--- src/rtl/dll_pkg.sv ---
// dll_pkg: shared sequence-number types, modulo arithmetic and replay FSM states
package dll_pkg;
    localparam int SEQ_MOD = 4096;
    localparam int SEQ_W = $clog2(SEQ_MOD);
    typedef logic [SEQ_W-1:0] seq_t;
    typedef enum logic [1:0] {IDLE, REPLAY_REQ, REPLAYING} replay_st_t;
    function automatic seq_t seq_diff(input seq_t a, input seq_t b);
        return a - b;
    endfunction
endpackage

--- src/rtl/dll_replay_timer.sv ---
// dll_replay_timer: replay timer with stop, restart, start-when-stopped, hold and expiry strobe
module dll_replay_timer #(
    parameter int TIMEOUT = 711,
    parameter int TMR_W = 12
) (
    input  logic clk,
    input  logic rst_n,
    input  logic i_stop,
    input  logic i_restart,
    input  logic i_start,
    input  logic i_hold,
    output logic o_expire
);
    logic [TMR_W-1:0] r_cnt;
    logic             r_run;
    // strobes on the cycle whose edge takes the count to TIMEOUT
    assign o_expire = r_run & ~i_hold & (r_cnt == TMR_W'(TIMEOUT - 1));
    always_ff @(posedge clk or negedge rst_n) begin
        if (!rst_n) begin
            r_cnt <= '0;
            r_run <= 1'b0;
        end else if (i_stop) begin
            r_cnt <= '0;
            r_run <= 1'b0;
        end else if (i_restart || (i_start && !r_run)) begin
            r_cnt <= '0;
            r_run <= 1'b1;
        end else if (r_run && !i_hold) begin
            r_cnt <= r_cnt + 1'b1;
        end
    end
endmodule

--- src/rtl/dll_tx_seq_replay_ctrl.sv ---
// dll_tx_seq_replay_ctrl: TX DLL sequence assignment, Ack/Nak processing and replay control
module dll_tx_seq_replay_ctrl
    import dll_pkg::*;
#(
    parameter int MAX_OUTSTANDING = 64,
    parameter int REPLAY_TIMEOUT = 711,
    parameter int TMR_W = 12
) (
    input  logic             clk,
    input  logic             rst_n,
    input  logic             i_dl_down,
    input  logic             i_tlp_req,
    output logic             o_tlp_gnt,
    output logic [SEQ_W-1:0] o_seq_num,
    input  logic             i_tlp_sent,
    input  logic             i_dllp_vld,
    input  logic             i_dllp_is_nak,
    input  logic [SEQ_W-1:0] i_dllp_seq,
    output logic             o_purge_vld,
    output logic [SEQ_W-1:0] o_purge_cnt,
    output logic             o_replay_start,
    input  logic             i_replay_done,
    output logic             o_replaying,
    output logic             o_retrain_req,
    output logic             o_dllp_err
);
    replay_st_t r_st, w_st_nxt;
    seq_t       r_nts, r_ackd, r_purge_cnt;
    seq_t       w_outst, w_rem, w_d;
    logic [1:0] r_replay_num;
    logic       r_purge_vld, r_dllp_err;
    logic       w_valid, w_fwd, w_nak_rpl, w_expire;

    assign w_outst   = seq_diff(r_nts, r_ackd + 1'b1);
    // entries still unacked once this Ack/Nak is applied
    assign w_rem     = seq_diff(r_nts, i_dllp_seq + 1'b1);
    assign w_d       = seq_diff(i_dllp_seq, r_ackd);
    assign w_valid   = i_dllp_vld & ~i_dl_down & (w_rem <= w_outst);
    assign w_fwd     = w_valid & (w_d != '0);
    assign w_nak_rpl = w_valid & i_dllp_is_nak & (r_st == IDLE) & (w_rem != '0);

    assign o_tlp_gnt      = i_tlp_req & (r_st == IDLE) & ~i_dl_down & (w_outst < SEQ_W'(MAX_OUTSTANDING));
    assign o_seq_num      = r_nts;
    assign o_purge_vld    = r_purge_vld;
    assign o_purge_cnt    = r_purge_cnt;
    assign o_dllp_err     = r_dllp_err;
    assign o_replay_start = r_st == REPLAY_REQ;
    assign o_replaying    = r_st == REPLAYING;
    assign o_retrain_req  = o_replay_start & (r_replay_num == 2'd3);

    dll_replay_timer #(.TIMEOUT(REPLAY_TIMEOUT), .TMR_W(TMR_W)) u_tmr (
        .clk       (clk),
        .rst_n     (rst_n),
        .i_stop    (i_dl_down | (w_fwd & (w_rem == '0))),
        .i_restart ((w_fwd & (w_rem != '0)) | ((r_st == REPLAYING) & i_replay_done)),
        .i_start   (i_tlp_sent & (w_outst != '0)),
        .i_hold    (r_st != IDLE),
        .o_expire  (w_expire)
    );

    always_ff @(posedge clk or negedge rst_n) begin
        if (!rst_n) r_st <= IDLE;
        else        r_st <= w_st_nxt;
    end

    // forward progress in the same cycle as expiry suppresses the replay
    always_comb begin
        w_st_nxt = r_st;
        if (i_dl_down)               w_st_nxt = IDLE;
        else if (r_st == IDLE)       w_st_nxt = (w_nak_rpl || (w_expire && !w_fwd)) ? REPLAY_REQ : IDLE;
        else if (r_st == REPLAY_REQ) w_st_nxt = REPLAYING;
        else if (i_replay_done)      w_st_nxt = IDLE;
    end

    always_ff @(posedge clk or negedge rst_n) begin
        if (!rst_n) begin
            r_nts        <= '0;
            r_ackd       <= '1;
            r_replay_num <= '0;
            r_purge_vld  <= 1'b0;
            r_purge_cnt  <= '0;
            r_dllp_err   <= 1'b0;
        end else if (i_dl_down) begin
            r_nts        <= '0;
            r_ackd       <= '1;
            r_replay_num <= '0;
            r_purge_vld  <= 1'b0;
            r_purge_cnt  <= '0;
            r_dllp_err   <= 1'b0;
        end else begin
            r_nts        <= o_tlp_gnt ? r_nts + 1'b1 : r_nts;
            r_ackd       <= w_fwd ? i_dllp_seq : r_ackd;
            // two-bit counter rolls 3 -> 0 alongside the retrain request
            r_replay_num <= w_fwd ? '0 : o_replay_start ? r_replay_num + 1'b1 : r_replay_num;
            r_purge_vld  <= w_fwd;
            r_purge_cnt  <= w_fwd ? w_d : '0;
            r_dllp_err   <= i_dllp_vld & ~w_valid;
        end
    end
endmodule

--- config.mk ---
export PLATFORM = sky130hd
export DESIGN_NAME = dll_tx_seq_replay_ctrl
export DESIGN_NICKNAME = d
export VERILOG_FILES = /design/src/rtl/dll_pkg.sv /design/src/rtl/dll_replay_timer.sv /design/src/rtl/dll_tx_seq_replay_ctrl.sv
export SDC_FILE = /design/constraint.sdc
export NUM_CORES = 1
export LEC_CHECK = 0
export CORE_UTILIZATION = 38
export CTS_CLUSTER_SIZE = 14
export DETAILED_ROUTE_END_ITERATION = 10
export GPL_TIMING_DRIVEN = 0
export PLACE_DENSITY = 0.56
export REMOVE_ABC_BUFFERS = 1
export SYNTH_ARGS = -nofsm -noshare
export SYNTH_HDL_FRONTEND = slang
export SYNTH_SLANG_ARGS = --single-unit
--- constraint.sdc ---
create_clock -name clk -period 7.64 [get_ports clk]
set_clock_uncertainty 0.15 [all_clocks]
set_input_delay 1.528 -clock clk [delete_from_list [all_inputs] [get_ports clk]]
set_output_delay 1.528 -clock clk [all_outputs]
set_load 0.1 [all_outputs]
==> flow_summary.json <==
{
  "hold_class": "register to register",
  "antenna_found_initial": 0,
  "vias": 3967,
  "clkSinkCount": 55,
  "setup-tns-final_ps": 0,
  "grt_usage": 0.194,
  "avgSynthCellArea_um2": 8.85,
  "root_buffer": "clkbuf_16",
  "cts_tree": "yes",
  "fill_cells": 1153,
  "critPathTopFamily": "buffers and inverters",
  "final-hold-violation-count": 0,
  "synth_top_area_cell": "dfrtp_1",
  "ant_nets": 0,
  "pre_cts_ws_ps": 997,
  "ys.flop_type": "dfrtp_1",
  "grt_pass1_vias": 3779,
  "yosys_warnings": 0,
  "die_h_um": 112,
  "p_int_mw": 0.596,
  "drc": 4,
  "path_common_cell": "clkdlybuf4s50_1",
  "core_area_mm2": 0.0116,
  "insertedDiodeCount": 0,
  "gp_congestion": 0.853,
  "ir_drop_v": 0.0000882,
  "p_per_area_mw_per_mm2": 181,
  "dr.pass1.iters": 7,
  "instances_no_fill": 707,
  "relSlewSlack": 0.206,
  "swShare": 0.386,
  "hold_buffers": 0,
  "start_util": 0.395,
  "slowest_stage": "clkdlybuf4s50_1",
  "drt_wl_total_um": 11900,
  "cts_buffer_depth": 2,
  "combPwrFrac": 0.379,
  "final_nets": 635,
  "period_needed_ps": 6620,
  "grt.busiest_layer": "met2",
  "worst_ep_required_time_ps": 5960,
  "worstSetupStartpointType": "input port",
  "grtUsageMet2": 0.319,
  "synthCells": 519,
  "ios": 50,
  "seq_area_mm2": 0.00139,
  "ys_seq_area_frac": 0.303,
  "cpPeakStageDelay_ps": 1140,
  "synth_area_mm2": 0.00459,
  "wl_per_cell_um": 16.8,
  "viasPerCell": 5.61,
  "fp-row-count": 39,
  "synth-edff-count": 0,
  "p_sw_mw": 0.375,
  "design.die.area_mm2": 0.0125,
  "clock_power_share": 0.280,
  "fin_crit_sh": 0.867,
  "synth_seq_cells": 55,
  "cts_setup_buffers": 0,
  "gr-total-overflow": 0,
  "rsz0062_at_grt": "false",
  "path_clk_slew_ps": 70,
  "cp_cell_sequence": "clkdlybuf4s50_1, nor3_1, and2_1, nand3_1, inv_1, clkdlybuf4s50_1",
  "slew_violations": 0,
  "post-synth-top-count-cell": "ha_1",
  "use_met1": 0.271,
  "cts_buffers": 5,
  "critPathArrivalTime_ps": 4940,
  "die_x_um": 112,
  "status": "complete, but fails checks",
  "synth_commonest_cells": "ha_1, dfrtp_1, inv_1, a21oi_1, nor2_1",
  "dpl-instance-area_mm2": 0.00519,
  "maxCapViolCount": 0,
  "fmax_mhz": 151,
  "cp.buffers_inverters": 3,
  "yosysUniqueCellTypes": 64,
  "htree_levels": 2,
  "cts_resized": 0,
  "synth_top_area_frac": 0.234,
  "stdcell_area_mm2": 0.00537,
  "insertion_delay_ps": 300,
  "cp_max_fo": 25,
  "yosys-top-cells-area": "dfrtp_1, ha_1, dfstp_2",
  "setup_violations": 0,
  "area.growth.synth_to_final_pct": 16.9,
  "place_inst": 699,
  "p_leak_nw": 2.43,
  "p_seq_frac": 0.341,
  "grt_use_met3": 0.0245,
  "layout-drive-gt1-share": 0.0691,
  "io_buffers": 49,
  "multi_input_area_mm2": 0.00298,
  "dpl.hpwl_um": 8970,
  "synthArstFlopShare": 1.00,
  "drt_iter0_drc": 200,
  "violations": "DRC",
  "tightestPinTransition_ps": 1190,
  "grt_pass1_wl_um": 19500,
  "path_class": "input port to output pin",
  "grt_max_degree": 40,
  "critPathCaptureType": "output pin",
  "setup_ws_ps": 1020
}
[metrics by stage]
| stage | hold WS, ps | power, mW | util |
|---|---|---|---|
| after floorplan | 330 | 0.602 | - |
| after global placement | 377 | 0.697 | 0.446 |
| after detailed placement | 379 | 0.702 | 0.447 |
| after CTS | 389 | 0.975 | 0.462 |
| after global routing | 434 | 1.03 | 0.462 |
| final | 387 | 0.970 | 0.462 |
[layout make-up]
class | instances | area share
Inverter | 37 | 0.0268
Clock buffer | 5 | 0.0233
Tap cell | 143 | 0.0333
Multi-Input combinational cell | 414 | 0.554
Sequential cell | 55 | 0.259
Clock inverter | 3 | 0.00863
Timing Repair Buffer | 50 | 0.0942
[cells by family (layout without fill, tap and decap cells)]
group,after synthesis,after routing,synth area share
simple gates,201,201,0.248
fa+ha+maj,52,52,0.147
flops,55,55,0.303
mux,4,4,0.00899
compound gates,116,116,0.166
xor+xnor,41,41,0.0782
buf+inv,50,95,0.0488
[worst register-to-register path: stages, from the launching register on]
cell and delay (ps):
dfstp_2 540, inv_1 70, ha_1 210, fa_1 430, a211oi_1 380, o21bai_1 160
a221o_1 310, a21oi_1 170, xor2_1 100, ha_1 190, a21o_1 180, a21o_1 180
a21oi_1 190, nand2_1 80, o21a_1 210, nor3b_1 530, nand2b_4 290, inv_6 230
nor4_1 90
[final timing paths]
| path | from | endpoint | slack [ps] | cells after the start |
|---|---|---|---|---|
| max | i_dl_down | o_tlp_gnt | 1020 | 6 |
| min reg2reg | r_ackd[11]$_DFFE_PN1P_ | r_ackd[11]$_DFFE_PN1P_ | 390 | 2 |
| min in group asynchronous | rst_n | r_replay_num[0]$_DFFE_PN0P_ | 1000 | 1 |
| max in group asynchronous | rst_n | r_ackd[6]$_DFFE_PN1P_ | 5720 | 2 |
| max reg2reg | r_ackd[0]$_DFFE_PN1P_ | u_tmr.r_cnt[1]$_DFFE_PN0P_ | 2780 | 18 |
| min | r_ackd[11]$_DFFE_PN1P_ | r_ackd[11]$_DFFE_PN1P_ | 390 | 2 |
[per-layer routing]
| metal | part of all wire | routed length (um) |
|---|---|---|
| met5 | 0 | 0 |
| met4 | 0.014 | 167 |
| met3 | 0.037 | 439 |
| met2 | 0.46 | 5420 |
| met1 | 0.49 | 5860 |
[placed cells by master (no fill, tap or decap), types with 3 or more instances in the layout]
cell	instances
nand3_1	24
a31oi_1	14
a211oi_1	4
nor2_1	32
and2_1	12
fa_1	3
dfstp_2	12
nor4_2	3
xnor2_1	19
and3_1	8
nand4_1	15
mux2i_1	3
o21a_1	5
a21o_1	9
and4_1	4
o31ai_1	4
nor3_1	22
nand2b_1	5
xor2_1	22
clkbuf_16	5
nor2b_1	7
inv_1	36
or3_1	8
o211ai_1	5
or4_1	3
o21bai_1	4
ha_1	49
a21oi_1	32
nor3b_1	4
nor4_1	13
dfrtp_1	43
nand2_1	27
o21ai_0	20
clkdlybuf4s50_1	48
[registers in the layout (all words and copies together) (netlist names)]
| register | flops |
|---|---|
| o_seq_num | 12 |
| r_st | 2 |
| o_dllp_err | 1 |
| r_replay_num | 2 |
| r_ackd | 12 |
| u_tmr.r_cnt | 12 |
| u_tmr.r_run | 1 |
| o_purge_cnt | 12 |
| o_purge_vld | 1 |
[power by group through the flow]
stage,clock (mW),sequential [mW],combinational (mW)
finish,0.272,0.331,0.367
CTS,0.276,0.331,0.367
global route,0.289,0.334,0.407
floorplan,0,0.396,0.206
global placement,0,0.336,0.361
detailed placement,0,0.337,0.366
No activity file was read; power rests on OpenSTA's default activity.
